### src/rtl/fetch_stage_pkg.sv
// Shared types for the RV32I fetch stage: FSM states, opcode map, IF/ID payload.
package fetch_stage_pkg;

  localparam int unsigned XLEN = 32;
  localparam logic [XLEN-1:0] RV32I_NOP = 32'h0000_0013;

  typedef enum logic [1:0] {
    REQ,
    WAIT,
    DRAIN
  } fetch_state_t;

  typedef enum logic [6:0] {
    op_lui   = 7'b0110111,
    op_auipc = 7'b0010111,
    op_jal   = 7'b1101111,
    op_jalr  = 7'b1100111,
    op_br    = 7'b1100011,
    op_load  = 7'b0000011,
    op_store = 7'b0100011,
    op_imm   = 7'b0010011,
    op_reg   = 7'b0110011,
    op_csr   = 7'b1110011
  } rv32i_opcode_t;

  typedef struct packed {
    logic            valid;
    logic [XLEN-1:0] pc;
    logic [XLEN-1:0] instr;
  } if_id_t;

  // Redirect targets are forced onto a word boundary rather than trapping.
  function automatic logic [XLEN-1:0] align_word(input logic [XLEN-1:0] a);
    return a & ~XLEN'(3);
  endfunction

endpackage

### src/rtl/fetch_stage_if.sv
// Instruction-memory read handshake between the fetch stage and I-memory.
interface fetch_stage_if;
  import fetch_stage_pkg::*;

  logic            imem_read;
  logic [XLEN-1:0] imem_address;
  logic [XLEN-1:0] imem_rdata;
  logic            imem_resp;

  modport master (output imem_read, imem_address, input imem_rdata, imem_resp);
  modport slave  (input imem_read, imem_address, output imem_rdata, imem_resp);

endinterface

### src/rtl/fetch_stage_if_id_reg.sv
// One-entry IF/ID payload register; load wins over flush, flush only kills valid.
module fetch_stage_if_id_reg
  import fetch_stage_pkg::*;
(
  input  logic   clk,
  input  logic   rst,
  input  logic   load,
  input  logic   flush,
  input  if_id_t d,
  output if_id_t q
);

  always_ff @(posedge clk) begin
    if (rst) begin
      q <= '{valid: 1'b0, pc: '0, instr: RV32I_NOP};
    end else if (load) begin
      q <= d;
    end else if (flush) begin
      q.valid <= 1'b0;
    end
  end

endmodule

### src/rtl/fetch_stage.sv
// IF stage: owns the PC, runs the I-memory handshake and feeds the IF/ID register
// through a one-entry skid buffer.
module fetch_stage
  import fetch_stage_pkg::*;
#(
  parameter logic [XLEN-1:0] RESET_PC = 32'h0000_0060
) (
  input  logic            clk,
  input  logic            rst,
  fetch_stage_if.master   imem,
  input  logic            stall_i,
  input  logic            redirect_i,
  input  logic [XLEN-1:0] redirect_pc_i,
  output logic            if_valid_o,
  output logic [XLEN-1:0] if_pc_o,
  output logic [XLEN-1:0] if_instr_o,
  output rv32i_opcode_t   if_opcode_o,
  output logic [2:0]      if_funct3_o,
  output logic [6:0]      if_funct7_o
);

  fetch_state_t    state_q, state_d;
  logic [XLEN-1:0] pc_q, pc_d;
  logic [XLEN-1:0] tgt_q, tgt_d;
  logic [XLEN-1:0] target;
  logic            out_free;

  if_id_t fetched, ifid_d, ifid_q, skid_q;
  logic   ifid_load, ifid_flush, skid_load, skid_flush;

  fetch_stage_if_id_reg u_ifid (
    .clk   (clk),
    .rst   (rst),
    .load  (ifid_load),
    .flush (ifid_flush),
    .d     (ifid_d),
    .q     (ifid_q)
  );

  fetch_stage_if_id_reg u_skid (
    .clk   (clk),
    .rst   (rst),
    .load  (skid_load),
    .flush (skid_flush),
    .d     (fetched),
    .q     (skid_q)
  );

  always_ff @(posedge clk) begin
    if (rst) begin
      state_q <= REQ;
      pc_q    <= RESET_PC;
      tgt_q   <= '0;
    end else begin
      state_q <= state_d;
      pc_q    <= pc_d;
      tgt_q   <= tgt_d;
    end
  end

  always_comb begin
    state_d    = state_q;
    pc_d       = pc_q;
    tgt_d      = tgt_q;
    ifid_load  = 1'b0;
    ifid_flush = 1'b0;
    skid_load  = 1'b0;
    skid_flush = 1'b0;
    target     = align_word(redirect_pc_i);
    out_free   = !ifid_q.valid || !stall_i;
    fetched    = '{valid: 1'b1, pc: pc_q, instr: imem.imem_rdata};
    ifid_d     = fetched;

    // Consumer drains IF/ID; a load below takes priority inside the register.
    if (ifid_q.valid && !stall_i) ifid_flush = 1'b1;

    unique case (state_q)
      REQ: begin
        if (imem.imem_resp) begin
          if (redirect_i) begin
            pc_d = target;
          end else if (out_free) begin
            ifid_load = 1'b1;
            pc_d      = pc_q + XLEN'(4);
          end else begin
            skid_load = 1'b1;
            pc_d      = pc_q + XLEN'(4);
            state_d   = WAIT;
          end
        end else if (redirect_i) begin
          tgt_d   = target;
          state_d = DRAIN;
        end
      end
      WAIT: begin
        if (redirect_i) begin
          skid_flush = 1'b1;
          pc_d       = target;
          state_d    = REQ;
        end else if (!stall_i) begin
          ifid_load  = 1'b1;
          ifid_d     = skid_q;
          skid_flush = 1'b1;
          state_d    = REQ;
        end
      end
      DRAIN: begin
        // The in-flight read must complete; its data is discarded.
        if (imem.imem_resp) begin
          pc_d    = redirect_i ? target : tgt_q;
          state_d = REQ;
        end else if (redirect_i) begin
          tgt_d = target;
        end
      end
      default: state_d = REQ;
    endcase

    if (redirect_i) begin
      ifid_load  = 1'b0;
      ifid_flush = 1'b1;
    end
  end

  // Read is gated by rst directly so an abandoned request drops in the reset cycle.
  assign imem.imem_read    = !rst && (state_q != WAIT);
  assign imem.imem_address = pc_q;

  assign if_valid_o  = ifid_q.valid;
  assign if_pc_o     = ifid_q.pc;
  assign if_instr_o  = ifid_q.instr;
  assign if_opcode_o = rv32i_opcode_t'(ifid_q.instr[6:0]);
  assign if_funct3_o = ifid_q.instr[14:12];
  assign if_funct7_o = ifid_q.instr[31:25];

endmodule
### src/flat_wrapper.sv
// flat-port wrapper written by rule: the top's interface ports become plain ports
module fetch_stage_flat import fetch_stage_pkg::*;
#(
  parameter logic [XLEN-1:0] RESET_PC = 32'h0000_0060
)
  (clk, rst, stall_i, redirect_i, redirect_pc_i, if_valid_o, if_pc_o, if_instr_o, if_opcode_o, if_funct3_o, if_funct7_o, imem_imem_read, imem_imem_address, imem_imem_rdata, imem_imem_resp);
  fetch_stage_if imem_i ();
  input  logic clk;
  input  logic rst;
  input  logic stall_i;
  input  logic redirect_i;
  input  logic [XLEN-1:0] redirect_pc_i;
  output logic if_valid_o;
  output logic [XLEN-1:0] if_pc_o;
  output logic [XLEN-1:0] if_instr_o;
  output rv32i_opcode_t if_opcode_o;
  output logic [2:0] if_funct3_o;
  output logic [6:0] if_funct7_o;
  output wire logic [$bits(imem_i.imem_read)-1:0] imem_imem_read;
  output wire logic [$bits(imem_i.imem_address)-1:0] imem_imem_address;
  input wire logic [$bits(imem_i.imem_rdata)-1:0] imem_imem_rdata;
  input wire logic [$bits(imem_i.imem_resp)-1:0] imem_imem_resp;
  assign imem_imem_read = imem_i.imem_read;
  assign imem_imem_address = imem_i.imem_address;
  assign imem_i.imem_rdata = imem_imem_rdata;
  assign imem_i.imem_resp = imem_imem_resp;
  fetch_stage #(.RESET_PC(RESET_PC)) u_core (.clk(clk), .rst(rst), .imem(imem_i), .stall_i(stall_i), .redirect_i(redirect_i), .redirect_pc_i(redirect_pc_i), .if_valid_o(if_valid_o), .if_pc_o(if_pc_o), .if_instr_o(if_instr_o), .if_opcode_o(if_opcode_o), .if_funct3_o(if_funct3_o), .if_funct7_o(if_funct7_o));
endmodule
### config.mk
export PLATFORM = sky130hd
export DESIGN_NAME = fetch_stage_flat
export DESIGN_NICKNAME = d
export VERILOG_FILES = /design/src/rtl/fetch_stage_pkg.sv /design/src/rtl/fetch_stage_if.sv /design/src/rtl/fetch_stage_if_id_reg.sv /design/src/rtl/fetch_stage.sv /design/src/flat_wrapper.sv
export SDC_FILE = /design/constraint.sdc
export NUM_CORES = 1
export LEC_CHECK = 0
export ABC_AREA = 1
export CAP_MARGIN = 20
export CORE_MARGIN = 2
export CORE_UTILIZATION = 35
export CTS_BUF_LIST = sky130_fd_sc_hd__clkbuf_8
export DETAILED_ROUTE_END_ITERATION = 7
export PLACE_DENSITY = 0.58
export SLEW_MARGIN = 20
export SYNTH_ARGS = -nofsm -noshare
export SYNTH_HDL_FRONTEND = slang
export SYNTH_HIERARCHICAL = 1
export SYNTH_SLANG_ARGS = --single-unit
### constraint.sdc
create_clock -name clk -period 3.65 [get_ports clk]
set_clock_uncertainty 0.1 [all_clocks]
set_input_delay 0.5475 -clock clk [delete_from_list [all_inputs] [get_ports clk]]
set_output_delay 0.5475 -clock clk [all_outputs]
set_load 0.05 [all_outputs]
# Word level (Yosys, flattened, before mapping)
# Index checks and enable logic that the tools add are counted.
[classes]
n_addsub = 1
n_eq_ne = 10
muxes = 34
bitwise = 1
reduce_logical = 14
[op_table]
columns = ["op", "count"]
rows = [
  ["two-way mux 65 bit", 3],
  ["two-way mux 32 bit", 5],
  ["one-hot mux 32 bit (3 select lines)", 1],
  ["adder 32 x 3 -> 32 bit (second input constant)", 1],
  ["two-way mux 1 bit", 16],
  ["two-way mux 2 bit", 7],
  ["!= test 3 bit (second input constant)", 4],
  ["!= test 2 bit (second input constant)", 3],
  ["one-hot mux 2 bit (3 select lines)", 1],
  ["AND reduction 5 bit", 1],
  ["AND reduction 4 bit", 1],
  ["nonzero test 2 bit", 2],
  ["zero test 1 bit", 3],
  ["nonzero test 3 bit", 1],
  ["== test 2 x 1 -> 1 bit (second input constant)", 1],
  ["== test 2 bit (second input constant)", 1],
  ["logical AND 1 bit", 2],
  ["zero test 2 bit", 1],
  ["!= test 2 x 1 -> 1 bit (second input constant)", 1],
  ["one-hot mux 1 bit (2 select lines)", 1],
  ["AND reduction 2 bit", 1],
  ["OR reduction 2 bit", 1],
  ["logical OR 1 bit", 1],
  ["inverter 1 bit", 1],
]
[totals]
ff_bits = 196
input_bits = 69
out_inout_bits = 115
elab_cells = 69

# Logic depth before layout (Yosys ltp)
[logic_depth]
word_depth = 7
ltp_mapped = 12
depth_no_buf = 12

# Cells and area by module
# Netlist, hierarchy kept.
[modules_own_cells]
columns = ["module", "instances", "cells_each", "area_per_inst_um2", "seq_area_each_um2"]
rows = [
  ["fetch_stage", 1, 903, 5208.7, 1321.3],
  ["fetch_stage_if_id_reg", 2, 285, 2467.4, 1301.2],
]

# Least setup slack after synthesis
# No wires, ideal clock.
[synth_timing]
path_type = "register to register"
start = "reg u_core.pc_q[3] (netlist: u_core/imem.imem_address[3])"
end = "reg u_core.pc_q[18] (netlist: u_core/imem.imem_address[18])"
setup_time_ns = 0.070
arrival_ns = 1.886
required_ns = 3.480
setup_slack_ns = 1.593
path_stages_with_launch = 11
path_buffers = 0
synth_period_minus_slack_ns = 2.057
path_cell_list = "dfxtp_1 -> ha_1 -> nand2_2 -> nor2_4 -> nand2_2 -> nor2_8 -> xor2_1 -> nand2_1 -> nand2_1 -> nand2_1 -> a21oi_1"
[synth_via]
elab_chain_cells = 4
[synth_rtl]
columns = ["item", "line_no", "text"]
rows = [
  ["start, declared", "fetch_stage.sv:23", "logic [XLEN-1:0] pc_q, pc_d;"],
  ["start signal, assigned", "fetch_stage.sv:56", "pc_q <= pc_d;"],
  ["adder 32 x 3 -> 32 bit", "fetch_stage.sv:84, fetch_stage.sv:87", ""],
  ["two-way mux 32 bit", "fetch_stage.sv:80", "if (redirect_i) begin"],
  ["two-way mux 32 bit", "fetch_stage.sv:79", "if (imem.imem_resp) begin"],
  ["one-hot mux 32 bit (3 select lines)", "fetch_stage.sv:77", "unique case (state_q)"],
]
# No other way between the ends. The select of a mux whose other input is x is not followed.
# A chain may end at the register's enable or synchronous reset.

# Worst setup path after layout
[layout_timing]
start = "in rst"
end = "out imem_imem_read"
[layout_via]
elab_chain_cells = 2
[layout_rtl]
columns = ["item", "line_no", "text"]
rows = [
  ["start, declared", "flat_wrapper.sv:9", "input logic rst;"],
  ["zero test 1 bit", "fetch_stage.sv:126", "assign imem.imem_read = !rst && (state_q != WAIT);"],
  ["logical AND 1 bit", "fetch_stage.sv:126", ""],
  ["end, declared", "flat_wrapper.sv:19", "output wire logic [$bits(imem_i.imem_read)-1:0] imem_imem_read;"],
]
# No other way between the ends.

==> metrics.txt <==
1st-iter DRT viols=approximately 820; most frequent CP cell=clkdlybuf4s50_1; CTS Hold Bufs=0; port buffer count=181; Reg-to-Reg Start=u_core/state_q[0]; post-synthesis cell type count=37; crit share post-route=0.781; RSZ-0062 raised after global routing=false; largest net degree at the start of global routing=65; first-pass GRT wire length=47.1 mm; r2r setup slk=1.31 ns; grt met1 use=0.266; CORE AREA=0.0286 mm²; Most Crowded Layer GR=met2; Syn Inst Count=1473; slowest cell delay on critical path=0.83 ns; Worst setup endpoint=imem_imem_read; Slowest cell on crit path=clkdlybuf4s50_1; worst skew pair latency=0.48 ns; min Tclk post-route=between 2 and 3 ns; row cnt=slightly above 60; buffer count from post-CTS setup fixing=0; area grow syn2layout=22.0%; Critical R2R Capture=u_core/tgt_q[30]; Total Routing Usage GR=0.193; CP Capture Type=output port; die height=around 170 µm; startpoint types=input pin; max_cap viols=0; post-route antenna net violation count=0; # IOs=184; Hold Crit Class=flip-flop to flip-flop; Vias=9524; drt total wl=29.5 mm; setup violators final=0; Die ar.=0.0304 mm²; final hold violation count=0; Fmax=between 0.3 and 0.4 GHz; Leakage Power=~5.3 nW; worst-path fanout max=6; Synth warnings=6; largest cells by area after synthesis=dfxtp_1, nand2_1, o21ai_0, nor2_2, nor2_1; M2 GR Usage=0.314; CTS Buffer Depth=2; Post-Syn Nets=1546; Remaining DRCs=0; Critical Path, Cell by Cell=clkdlybuf4s50_1 > nor2_1 > clkdlybuf4s50_1; Post-synth top cells=nand2_1, dfxtp_1, nor2_1; drt pass-1 iters=8; synthesis-stage register bit count=196; DP HPWL=19.5 mm; number of CTS-inserted buffers=17; Req. time, crit path=around 3.0 ns; share of cells above drive strength 1=0.128; met3 usage=0.0295; Syn Std Cell Area=0.0101 mm²; worst r2r path cells=9; top cell type's share of synthesized area=0.387; initial antenna violation count=0; CP Class=input pin to output port; register area share after synthesis=0.387; Slew Viols, Final=0; Relative slew margins=0.538; nets=1661; DR WL/cell=14.9 µm; Worst-path clk slew=0.09 ns; GP Congestion=0.821; Max IR drop VDD=263 µV; Crit path arrival time=2.20 ns; Root Buffer Master=clkbuf_8; vias per cell=about 4.8; most common cell in the netlist=nand2_1; ANT cells=0; vias in the first global route=a little under 9k; CP startpoint=rst; Total Power=7.20 mW; status=completed; number of enable flip-flop cells after synthesis=0; die width=174 µm; Clock Sinks=196; Primary FF master, synth=dfxtp_1; power density cells=582 mW/mm²; post-cts resize count=0; Slew @ Worst Pin=0.693 ns; H-tree Lvls=4; Synth async-reset ratio=0; Syn Area/Cell=6.89 µm²; CTS tree=built; GRT overflow=0; Initial Utilization=0.354; setup TNS=0 ns; Synth area leader=dfxtp_1
## cells in the final DEF (no fill, tap or decap), drive strengths merged
master and instances:
a211oi 24, a21boi 1, a21oi 77, a31oi 21
buf 20, bufinv 4, clkbuf 18, clkdlybuf4s50 181
clkinv 7, conb 1, dfxtp 196, ha 4
inv 73, nand2 401, nand3 34, nand3b 1
nor2 307, nor3 1, o211ai 2, o21ai 219
o21bai 1, or2 1, xor2 6
## metal layers
layer | routed length [µm] | share of wire | up-vias
met3 | 1320 | 0.045 | 21
li1 | - | - | 4963
met1 | 14400 | 0.49 | 4274
met4 | 369 | 0.013 | 0
met5 | 0 | 0 | -
met2 | 13400 | 0.46 | 266
## final cells by class
type / instances / area (µm²)
fill: 2990 / 16200
multi-input combinational: 1101 / 5250
sequential: 196 / 3920
timing repair buffer: 201 / 2000
tap: 384 / 480
inverter: 71 / 292
clock buffer: 18 / 248
clock inverter: 13 / 179
## power by group
part	switching [mW]	internal (mW)	total, mW
Combinational	1.93	0.894	2.82
Sequential	0.370	2.44	2.81
Clock	0.812	0.763	1.57
Total	3.11	4.09	7.20
## stage by stage
stage	hold WS [ns]	utilization	cells	cell area, µm²	worst slack (ns)
5_1_grt	0.389	0.432	1984	12400	0.702
3_3_place_gp	0.339	0.417	1953	11900	0.819
4_1_cts	0.372	0.432	1984	12400	0.793
6_report	0.373	0.432	1984	12400	0.801
3_5_place_dp	0.348	0.417	1953	11900	0.824
2_1_floorplan	0.329	-	1473	10100	1.59
## worst max-delay path, delay by kind of cell
kind / cells / cell delay [ns]
buf+inv: 2 / 1.46
simple gates: 1 / 0.18
## worst min path at each step
stage / start / to / slack [ns] / cells after the start
2_1_floorplan: u_core/u_skid/q[0] / u_core/u_skid/q[0] / 0.33 / 2
3_3_place_gp: u_core/u_skid/q[4] / u_core/u_skid/q[4] / 0.34 / 2
3_5_place_dp: u_core/u_skid/q[0] / u_core/u_skid/q[0] / 0.35 / 2
4_1_cts: u_core/tgt_q[1] / u_core/tgt_q[1] / 0.37 / 2
5_1_grt: u_core/tgt_q[0] / u_core/tgt_q[0] / 0.39 / 2
6_report: u_core/tgt_q[1] / u_core/tgt_q[1] / 0.37 / 2
## state kept, by name, summed over array words and instances (netlist names)
name,cells
u_core/imem.imem_address,32
u_core/tgt_q,32
u_core/state_q,2
u_core/u_ifid/q,65
u_core/u_skid/q,65
## kinds of logic (layout without fill, tap and decap cells)
kind of cell / Yosys count / after routing / synth area share
buffers and inverters: 176 / 303 / 0.0977
DFF: 196 / 196 / 0.387
adders and majority gates: 4 / 4 / 0.00493
and+or+nand+nor: 745 / 745 / 0.322
AOI/OAI and AO/OA: 345 / 345 / 0.182
xor gates and xnor gates: 6 / 6 / 0.00666
other: 1 / 1 / 0.000370
Note: power is estimated with default switching activity, not from simulation.
